===== config.mk =====
export PLATFORM = sky130hd
export DESIGN_NAME = reflet_vga_fb_ctrl
export DESIGN_NICKNAME = d
export VERILOG_FILES = /design/src/rtl/reflet_vga_fb_ctrl.sv
export SDC_FILE = /design/constraint.sdc
export NUM_CORES = 1
export LEC_CHECK = 0
export ABC_CLOCK_PERIOD_IN_PS = 5300
export BUFFER_PORTS_ARGS = -buffer_cell sky130_fd_sc_hd__buf_2
export CAP_MARGIN = 10
export CORE_MARGIN = 4
export CORE_UTILIZATION = 35
export CTS_CLUSTER_DIAMETER = 60
export DETAILED_ROUTE_END_ITERATION = 10
export PLACE_DENSITY_LB_ADDON = 0.12
export SYNTH_ARGS = -nofsm -noshare
export SYNTH_HDL_FRONTEND = slang
export SYNTH_SLANG_ARGS = --single-unit

===== constraint.sdc =====
create_clock -name clk -period 5.3 [get_ports clk]
set_input_delay 1.59 -clock clk [delete_from_list [all_inputs] [get_ports clk]]
set_output_delay 1.59 -clock clk [all_outputs]
set_load 0.005 [all_outputs]

===== src/rtl/reflet_vga_fb_ctrl.sv =====
// Bus-mapped pixel writer for a small VGA framebuffer: H/V/COLOR/CTRL/STATUS registers,
// a pixel FIFO and a vblank interrupt. Define REFLET_VGA_FILL_EN to build the screen-fill engine.
module reflet_vga_fb_ctrl #(
  parameter int base_addr_size = 16,
  parameter logic [base_addr_size-1:0] base_addr = 16'hFF24,
  parameter int h_pixels = 160,
  parameter int v_pixels = 120,
  parameter int color_bits = 6,
  parameter int fifo_depth = 4
) (
  input  logic                          clk,
  input  logic                          reset,
  input  logic                          enable,
  input  logic [base_addr_size-1:0]     addr,
  input  logic [7:0]                    data_in,
  output logic [7:0]                    data_out,
  input  logic                          write_en,
  input  logic                          v_sync_in,
  output logic                          interrupt,
  output logic                          fb_we,
  input  logic                          fb_ready,
  output logic [$clog2(h_pixels)-1:0]   fb_h,
  output logic [$clog2(v_pixels)-1:0]   fb_v,
  output logic [color_bits-1:0]         fb_color
);
  localparam int HW = $clog2(h_pixels);
  localparam int VW = $clog2(v_pixels);
  localparam int PW = $clog2(fifo_depth);
  localparam int EW = HW + VW + color_bits;
  localparam logic [7:0] H_LAST = 8'(h_pixels - 1);
  localparam logic [7:0] V_LAST = 8'(v_pixels - 1);
  localparam logic [PW:0] FIFO_FULL = (PW + 1)'(fifo_depth);

  logic [base_addr_size-1:0] offset_s;
  logic hit_s, wr_h_s, wr_v_s, wr_color_s, wr_ctrl_s, wr_status_s;
  logic fifo_empty_s, fifo_full_s, push_s, pop_s, vsync_rise_s;
  logic fill_busy_s, fill_active_s;
  logic [HW-1:0] fill_h_s;
  logic [VW-1:0] fill_v_s;
  logic [color_bits-1:0] fill_color_s;
  logic [EW-1:0] head_s;

  logic [7:0] h_q, h_d, v_q, v_d;
  logic [color_bits-1:0] color_q, color_d;
  logic auto_inc_q, auto_inc_d, irq_en_q, irq_en_d;
  logic overflow_q, overflow_d, vblank_q, vblank_d;
  logic [1:0] sync_q, sync_d;
  logic vs_prev_q, vs_prev_d;

  logic [EW-1:0] mem_q [fifo_depth];
  logic [PW-1:0] wr_ptr_q, rd_ptr_q;
  logic [PW:0]   count_q;

  assign offset_s    = addr - base_addr;
  assign hit_s       = enable && (offset_s < base_addr_size'(5));
  assign wr_h_s      = hit_s && write_en && (offset_s[2:0] == 3'd0);
  assign wr_v_s      = hit_s && write_en && (offset_s[2:0] == 3'd1);
  assign wr_color_s  = hit_s && write_en && (offset_s[2:0] == 3'd2);
  assign wr_ctrl_s   = hit_s && write_en && (offset_s[2:0] == 3'd3);
  assign wr_status_s = hit_s && write_en && (offset_s[2:0] == 3'd4);

  assign fifo_empty_s = (count_q == '0);
  assign fifo_full_s  = (count_q == FIFO_FULL);
  assign fb_we        = !fifo_empty_s || fill_active_s;
  assign pop_s        = fb_ready && !fifo_empty_s && !fill_active_s;
  // A full FIFO still takes a new pixel when the head leaves in the same cycle
  assign push_s       = wr_color_s && !fill_busy_s && (!fifo_full_s || pop_s);
  assign vsync_rise_s = sync_q[1] && !vs_prev_q;
  assign interrupt    = vblank_q && irq_en_q;
  assign head_s       = mem_q[rd_ptr_q];

  // Register read mux
  always_comb begin
    data_out = 8'h00;
    if (hit_s) begin
      case (offset_s[2:0])
        3'd0:    data_out = h_q;
        3'd1:    data_out = v_q;
        3'd2:    data_out = 8'(color_q);
        3'd3:    data_out = {6'b000000, irq_en_q, auto_inc_q};
        3'd4:    data_out = {3'b000, overflow_q, vblank_q, fill_busy_s, fifo_empty_s, fifo_full_s};
        default: data_out = 8'h00;
      endcase
    end else begin
      data_out = 8'h00;
    end
  end

  // Pixel port source: fill engine while it runs, otherwise the FIFO head
  always_comb begin
    if (fill_active_s) begin
      fb_h     = fill_h_s;
      fb_v     = fill_v_s;
      fb_color = fill_color_s;
    end else begin
      fb_h     = head_s[EW-1 -: HW];
      fb_v     = head_s[color_bits +: VW];
      fb_color = head_s[color_bits-1:0];
    end
  end

  // Register next-state logic
  always_comb begin
    h_d        = h_q;
    v_d        = v_q;
    color_d    = color_q;
    auto_inc_d = auto_inc_q;
    irq_en_d   = irq_en_q;
    overflow_d = overflow_q;
    vblank_d   = vblank_q;
    sync_d     = {sync_q[0], v_sync_in};
    vs_prev_d  = sync_q[1];
    if (wr_h_s) begin
      h_d = (data_in > H_LAST) ? H_LAST : data_in;
    end else if (wr_v_s) begin
      v_d = (data_in > V_LAST) ? V_LAST : data_in;
    end else if (push_s && auto_inc_q) begin
      if (h_q == H_LAST) begin
        h_d = 8'h00;
        v_d = (v_q == V_LAST) ? 8'h00 : v_q + 8'h01;
      end else begin
        h_d = h_q + 8'h01;
      end
    end else begin
      h_d = h_q;
      v_d = v_q;
    end
    if (push_s) begin
      color_d = data_in[color_bits-1:0];
    end else begin
      color_d = color_q;
    end
    if (wr_ctrl_s) begin
      auto_inc_d = data_in[0];
      irq_en_d   = data_in[1];
    end else begin
      auto_inc_d = auto_inc_q;
      irq_en_d   = irq_en_q;
    end
    if (wr_color_s && !push_s) begin
      overflow_d = 1'b1;
    end else if (wr_status_s && data_in[4]) begin
      overflow_d = 1'b0;
    end else begin
      overflow_d = overflow_q;
    end
    if (vsync_rise_s) begin
      vblank_d = 1'b1;
    end else if (wr_status_s && data_in[3]) begin
      vblank_d = 1'b0;
    end else begin
      vblank_d = vblank_q;
    end
  end

  // Register state
  always_ff @(posedge clk) begin
    if (reset) begin
      h_q        <= 8'h00;
      v_q        <= 8'h00;
      color_q    <= '0;
      auto_inc_q <= 1'b0;
      irq_en_q   <= 1'b0;
      overflow_q <= 1'b0;
      vblank_q   <= 1'b0;
      sync_q     <= 2'b00;
      vs_prev_q  <= 1'b0;
    end else begin
      h_q        <= h_d;
      v_q        <= v_d;
      color_q    <= color_d;
      auto_inc_q <= auto_inc_d;
      irq_en_q   <= irq_en_d;
      overflow_q <= overflow_d;
      vblank_q   <= vblank_d;
      sync_q     <= sync_d;
      vs_prev_q  <= vs_prev_d;
    end
  end

  // Pixel FIFO; storage is cleared on reset so the pixel port idles at zero
  always_ff @(posedge clk) begin
    if (reset) begin
      for (int i = 0; i < fifo_depth; i++) begin
        mem_q[i] <= '0;
      end
      wr_ptr_q <= '0;
      rd_ptr_q <= '0;
      count_q  <= '0;
    end else begin
      if (push_s) begin
        mem_q[wr_ptr_q] <= {h_q[HW-1:0], v_q[VW-1:0], data_in[color_bits-1:0]};
        wr_ptr_q        <= wr_ptr_q + PW'(1);
      end
      if (pop_s) begin
        rd_ptr_q <= rd_ptr_q + PW'(1);
      end
      case ({push_s, pop_s})
        2'b10:   count_q <= count_q + (PW + 1)'(1);
        2'b01:   count_q <= count_q - (PW + 1)'(1);
        default: count_q <= count_q;
      endcase
    end
  end

`ifdef REFLET_VGA_FILL_EN
  typedef enum logic [1:0] {FILL_IDLE = 2'd0, FILL_DRAIN = 2'd1, FILL_RUN = 2'd2} fill_state_e;
  localparam logic [HW-1:0] FH_LAST = HW'(h_pixels - 1);
  localparam logic [VW-1:0] FV_LAST = VW'(v_pixels - 1);
  fill_state_e fill_state_q;
  logic [HW-1:0] fill_h_q;
  logic [VW-1:0] fill_v_q;
  logic [color_bits-1:0] fill_color_q;

  // Fill engine: wait for queued pixels to drain, then raster the whole screen
  always_ff @(posedge clk) begin
    if (reset) begin
      fill_state_q <= FILL_IDLE;
      fill_h_q     <= '0;
      fill_v_q     <= '0;
      fill_color_q <= '0;
    end else begin
      case (fill_state_q)
        FILL_IDLE: begin
          if (wr_ctrl_s && data_in[2]) begin
            fill_state_q <= FILL_DRAIN;
          end
        end
        FILL_DRAIN: begin
          if (fifo_empty_s) begin
            fill_state_q <= FILL_RUN;
            fill_h_q     <= '0;
            fill_v_q     <= '0;
            fill_color_q <= color_q;
          end
        end
        FILL_RUN: begin
          if (fb_ready) begin
            if (fill_h_q == FH_LAST) begin
              fill_h_q <= '0;
              if (fill_v_q == FV_LAST) begin
                fill_v_q     <= '0;
                fill_state_q <= FILL_IDLE;
              end else begin
                fill_v_q <= fill_v_q + VW'(1);
              end
            end else begin
              fill_h_q <= fill_h_q + HW'(1);
            end
          end
        end
        default: fill_state_q <= FILL_IDLE;
      endcase
    end
  end

  assign fill_busy_s   = (fill_state_q != FILL_IDLE);
  assign fill_active_s = (fill_state_q == FILL_RUN);
  assign fill_h_s      = fill_h_q;
  assign fill_v_s      = fill_v_q;
  assign fill_color_s  = fill_color_q;
`else
  assign fill_busy_s   = 1'b0;
  assign fill_active_s = 1'b0;
  assign fill_h_s      = '0;
  assign fill_v_s      = '0;
  assign fill_color_s  = '0;
`endif

endmodule


* Word level (Yosys, flattened, before mapping)
Memory sizes are Yosys's and may differ from the RTL's. A register that Yosys moved wholly into a read port is not among the register bits.
Index checks and enable logic that the tools add are counted.
** Word-level totals
- Memories :: 1
- Register bits after elaboration :: 36
- Memory bits (writable) :: 84
- Bits of input ports :: 30
** Operators by class
- Reductions and logical operators :: 31
- Equal/unequal tests :: 10
- Bitwise logic cells :: 1
- Muxes and demuxes :: 27
- $lt $le $gt $ge :: 3
- $add $sub $neg :: 7
** Memory list
- mem_q :: words 4, width 21, read ports 1, clocked after Yosys merged registers in 1, wr ports 4, RTL line 50 : logic [EW-1:0] mem_q [fifo_depth];
** Operators by type and width (count)
- two-way mux 8 bit :: 11
- case mux 8 bit (5 select lines) :: 1
- two-way mux 21 bit :: 1
- OR reduction 21 bit :: 1
- adder 8 x 1 -> 8 bit, second input constant :: 2
- less-than comparator 16 x 3 -> 1 bit, second input constant :: 1
- subtractor 16 bit, second input constant :: 1
- logical AND 1 bit :: 15
- nonzero test 2 bit :: 6
- two-way mux 1 bit :: 10
- == test 8 x 7 -> 1 bit, second input constant :: 1
- == test 8 bit, second input constant :: 1
- greater-than comparator 8 x 7 -> 1 bit, second input constant :: 1
- greater-than comparator 8 bit, second input constant :: 1
- == test 3 x 2 -> 1 bit, second input constant :: 2
- == test 3 bit, second input constant :: 2
- zero test 3 bit :: 2
- two-way mux 2 bit :: 3
- case mux 3 bit (2 select lines) :: 1
- adder 2 x 1 -> 2 bit, second input constant :: 2
- zero test 1 bit :: 4
- adder 3 x 1 -> 3 bit, second input constant :: 1
- == test 3 x 1 -> 1 bit, second input constant :: 1
- AND reduction 3 bit :: 1
- 7 further kinds :: 7

* Depth between registers and ports, before layout
- Depth in word-level cells :: 11
- Depth in mapped cells :: 15
- Mapped depth without buffers :: 14

* Least setup slack after synthesis
Ideal clock, no wire load.
- Path kind :: in2out
- From :: input addr[2]
- To :: output data_out[6]
- Required time :: 3.710 ns
- Data arrival time :: 3.767 ns
- Stages on the path :: 10
- Path buffers :: 2
- Setup slack :: -0.057 ns
- Cells stage by stage :: clkbuf_1 -> inv_1 -> ha_1 -> xor2_1 -> nor4b_1 -> o311a_1 -> and4b_1 -> buf_2 -> nand2_1 -> nor3_1
** Between the ends
- Cells in the longest elaborated chain, start to end :: 4
- Elaborated cells between the ends (all ways) :: 10
- Classes of those cells :: 1 x add/sub; 1 x order compare; 4 x eq/ne; 2 x mux; 2 x reduce/logical
** RTL lines
- start: declaration :: RTL line 14 : input logic [base_addr_size-1:0] addr,
- subtractor 16 bit (*) :: RTL line 54 : assign offset_s = addr - base_addr;
- less-than comparator 16 x 3 -> 1 bit, or another cell as far along :: RTL line 55 : assign hit_s = enable && (offset_s < base_addr_size'(5));
- logical AND 1 bit / case mux 8 bit (5 select lines) (equally long branches) :: RTL line 55, 76
- two-way mux 8 bit (*) :: RTL line 75 : if (hit_s) begin
- end: declaration :: RTL line 16 : output logic [7:0] data_out,
Mark *: on every way between the ends. The rest lies on a longest branch, timed or not.

* Final worst setup path
- From :: input addr[2]
- To :: output data_out[5]
The elaborated chain is that of the path after synthesis.

==> summary.md <==
| Metric | Value |
|---|---|
| Number of max-cap violations | 0 |
| DRC | 0 |
| Run status | completed |
| Max Root-Sink Buffers | 2 |
| Initial DRT Pass Iterations | 5 |
| Leak | between 0.002 and 0.003 µW |
| Post-synthesis async set-or-reset flop share | 0% |
| Nets | 660 |
| Place WS | approximately 0.0075 ns |
| Global-route wire length before repair | 29.0 mm |
| Detail Placement HPWL | about 12 mm |
| Ranking of synthesized cells by area | edfxtp_1, dfxtp_1, mux4_2 |
| Final Cycle Share | 96.7% |
| Relative slew slack | 20.9% |
| Synth Instances | 566 |
| Sw Ratio | a little under a quarter |
| Hold EP | sync_q[1] |
| Crit-path max FO | 8 |
| Cell Area, Synth | 6480 µm² |
| Cell-internal power | 1830 µW |
| Endpoints failing hold | 0 |
| Routed via count | 4900 |
| Gr usage total | 18.5% |
| Cts bufs inserted | 17 |
| Die Ht | 144 µm |
| R2R Setup Slk | roughly 2.4 ns |
| Clock Skew | 0.00455 ns |
| Post-synth EDFFs | 84 |
| Worst Reg2Reg Path Length in Cells | 7 |
| Layout area overhead | 18.3% |
| Starting DRT DRC Count | around 450 |
| Vias in the first global route | 4987 |
| Setup crit start kind | input pin |
| Seq/Total Area, Yosys | 50.7% |
| Worst Hold Launch | sync_q[0] |
| Total core area | approximately 18000 µm² |
| GRT Residual Overflow | 0 |
| HP Class | flop to flop |
| XOR/XNOR share of the synthesized area | 1.20% |
| Final setup viols | 0 |
| Gate power share | 5.6% |
| Critical path class | input pin to output pin |
| Die Area | 20800 µm² |
| Yosys top cell area share | 38.9% |
| Area leader, netlist | edfxtp_1 |
| Setup_tns | 0 ns |
| Hold_ws | ~0.45 ns |
| Yosys cell types | 80 |
| Multi-input logic area | 2990 µm² |
| F_max | around 0.2 GHz |
| Initial Util | 35.8% |
| RSZ-0062 raised after global routing | no |
| Max Slew Vio Count | 0 |
| Minimum clock period | just over 5 ns |
| Filler cells | 1692 |
| Mux contribution to synthesized area | under 10% |
| Cell Area, Placed | 7060 µm² |
| Synth cell count leaders | edfxtp_1, and2_1, and3_1, dfxtp_1 |
| Core Rows | 49 |
| Count leader, synth | edfxtp_1 |
| Worst-path clk slew | 0.06 ns |
| Synth Net Count | 602 |
| Non-filler instance count after layout | around 870 |
| WL final | about 18 mm |
| # diodes | 0 |
| Worst skew pair latency | 0.42 ns |
| Post-CTS setup buffers | 0 |
| Clk network pwr share | 50.1% |
| Flop pwr share | 44.3% |
| Initial antenna violation count | 0 |
| CTS tree | done |
| FF-to-FF End | v_q[5] |
| Largest net degree at the start of global routing | between 40 and 50 |
| I/O Buffers | 60 |
| Antenna-violating nets left | 0 |
| Via density | around 5.7 |
| YS warnings | 0 |
| Final setup margin | roughly 0.17 ns |
| Compound-gate portion of the synthesized area | 13.6% |
| CTS Root Cell | clkbuf_16 |
| Final Instance Area | 7670 µm² |
| CTS sink cnt | 122 |
| Largest family of logic cells by synthesized area | simple AND/OR/NAND/NOR gates |
| P_sw | 540 µW |
| Crit path DAT | 3.54 ns |
| Simple logic cell fraction of the synthesized area | 20.4% |
| Wire per inst | 21.4 µm |
| Worst path required time | 3.71 ns |
| Layout cells sized above 1 | 25.3% |
| Placer congestion estimate | 0.875 |
| CP Capture Type | output pin |
| Worst-margin pin slew | between 1 and 1.5 ns |
| Storage element area | roughly 3300 µm² |
| Mapped Avg Cell Area | approximately 11 µm² |
| Power Dens Cells | 309 nW/µm² |
| Adder-Cell Fraction of Synth Area | 1.27% |
| CP startpoint | addr[2] |
| Placed cell count | 834 |
| Prevailing post-synth register cell | edfxtp_1 |
| Die Wd | 144 µm |
| I/O pins | 61 |
| Worst vdd ir | 259 µV |
| Hold Path Stages | 1 |
| H-tree depth | 4 |
| Seq cells post-synth | 122 |
| RR Startpoint | h_q[0] |
[cells by family after synthesis]
logic type,count (synthesis)
adders and majority gates,6
xor gates and xnor gates,8
muxes,32
AOI/OAI and AO/OA,116
and+or+nand+nor,226
DFF,122
buffers and inverters,56
[layer usage]
metal	vias to the layer above	routed length, µm	track usage, %
met1	2386	8380	24.6
met4	0	304	6.19
li1	2302	-	-
met5	-	0	0
met3	31	1060	4.17
met2	181	8750	29.9
[sequential cells by signal (all words and copies together), names as in the netlist, named ones only]
name / flops
v_q: 8
vblank_q: 1
sync_q: 2
mem_q: 84
count_q: 3
vs_prev_q: 1
rd_ptr_q: 2
auto_inc_q: 1
color_q: 6
overflow_q: 1
wr_ptr_q: 2
h_q: 8
irq_en_q: 1
[what timing repair did]
action,4_1_cts,5_1_grt
hold buffers,0,0
gates resized for setup,0,3
setup endpoints to repair,2,8
cloned,0,0
[area by class of cell]
type | count | share of cell area, %
inverters | 16 | 0.783
clock inverters | 14 | 2.23
well taps | 229 | 3.74
flip-flops and latches | 122 | 42.8
clock buffers | 17 | 5.55
multi-input cells | 388 | 39.0
repair buffers | 79 | 5.94
[metrics by stage]
| step | utilization [%] | total power (µW) |
|---|---|---|
| floorplan | - | 1140 |
| global placement | 39.0 | 1200 |
| detailed placement | 39.0 | 1200 |
| CTS | 42.3 | 2390 |
| global route | 42.4 | 2450 |
| finish | 42.4 | 2370 |
[placed cells by master (no fill, tap or decap), types with 5 or more instances in the layout]
cell	Yosys	final
edfxtp_1	84	84
buf_2	9	60
and2_1	47	47
and3_1	42	42
dfxtp_1	38	38
nor2_1	26	26
nand2_1	27	26
a21oi_1	24	24
mux4_2	23	23
o21ai_0	18	18
buf_4	0	18
clkbuf_16	0	17
inv_1	16	16
nor3_1	13	12
nand3_1	12	12
o41ai_1	10	10
nand2b_1	9	9
mux2i_1	8	8
a211oi_1	8	8
a41oi_1	8	8
nor2b_1	9	7
a22o_1	6	6
nand4_1	6	6
ha_1	5	5
[critical path, cell delays in order]
cell and delay [ns]:
buf_2 0.12, inv_1 0.13, ha_1 0.26, nor2b_1 0.15
o311ai_1 0.25, o311a_1 0.23, and4b_1 0.23, nand2_2 0.15
nor3_1 0.24, buf_2 0.16
[how the worst max path moves through the flow]
| stage | slack, ns | depth (start not counted) | end |
|---|---|---|---|
| final | 0.17 | 10 | data_out[5] |
| after global routing | 0.002 | 10 | data_out[5] |
| after CTS | -0.04 | 10 | data_out[5] |
| after detailed placement | 0.007 | 10 | data_out[5] |
| after global placement | -0.005 | 10 | data_out[5] |
| after floorplan | 0.07 | 10 | data_out[6] |
[power by group through the flow]
| stage | Clock, µW | Sequential [µW] | Combinational (µW) |
|---|---|---|---|
| floorplan | 0 | 1060 | 71.4 |
| global route | 1250 | 1050 | 144 |
| detailed placement | 0 | 1070 | 133 |
| CTS | 1200 | 1050 | 133 |
| global placement | 0 | 1070 | 132 |
| finish | 1190 | 1050 | 133 |
Note: power is estimated with default switching activity, not from simulation.
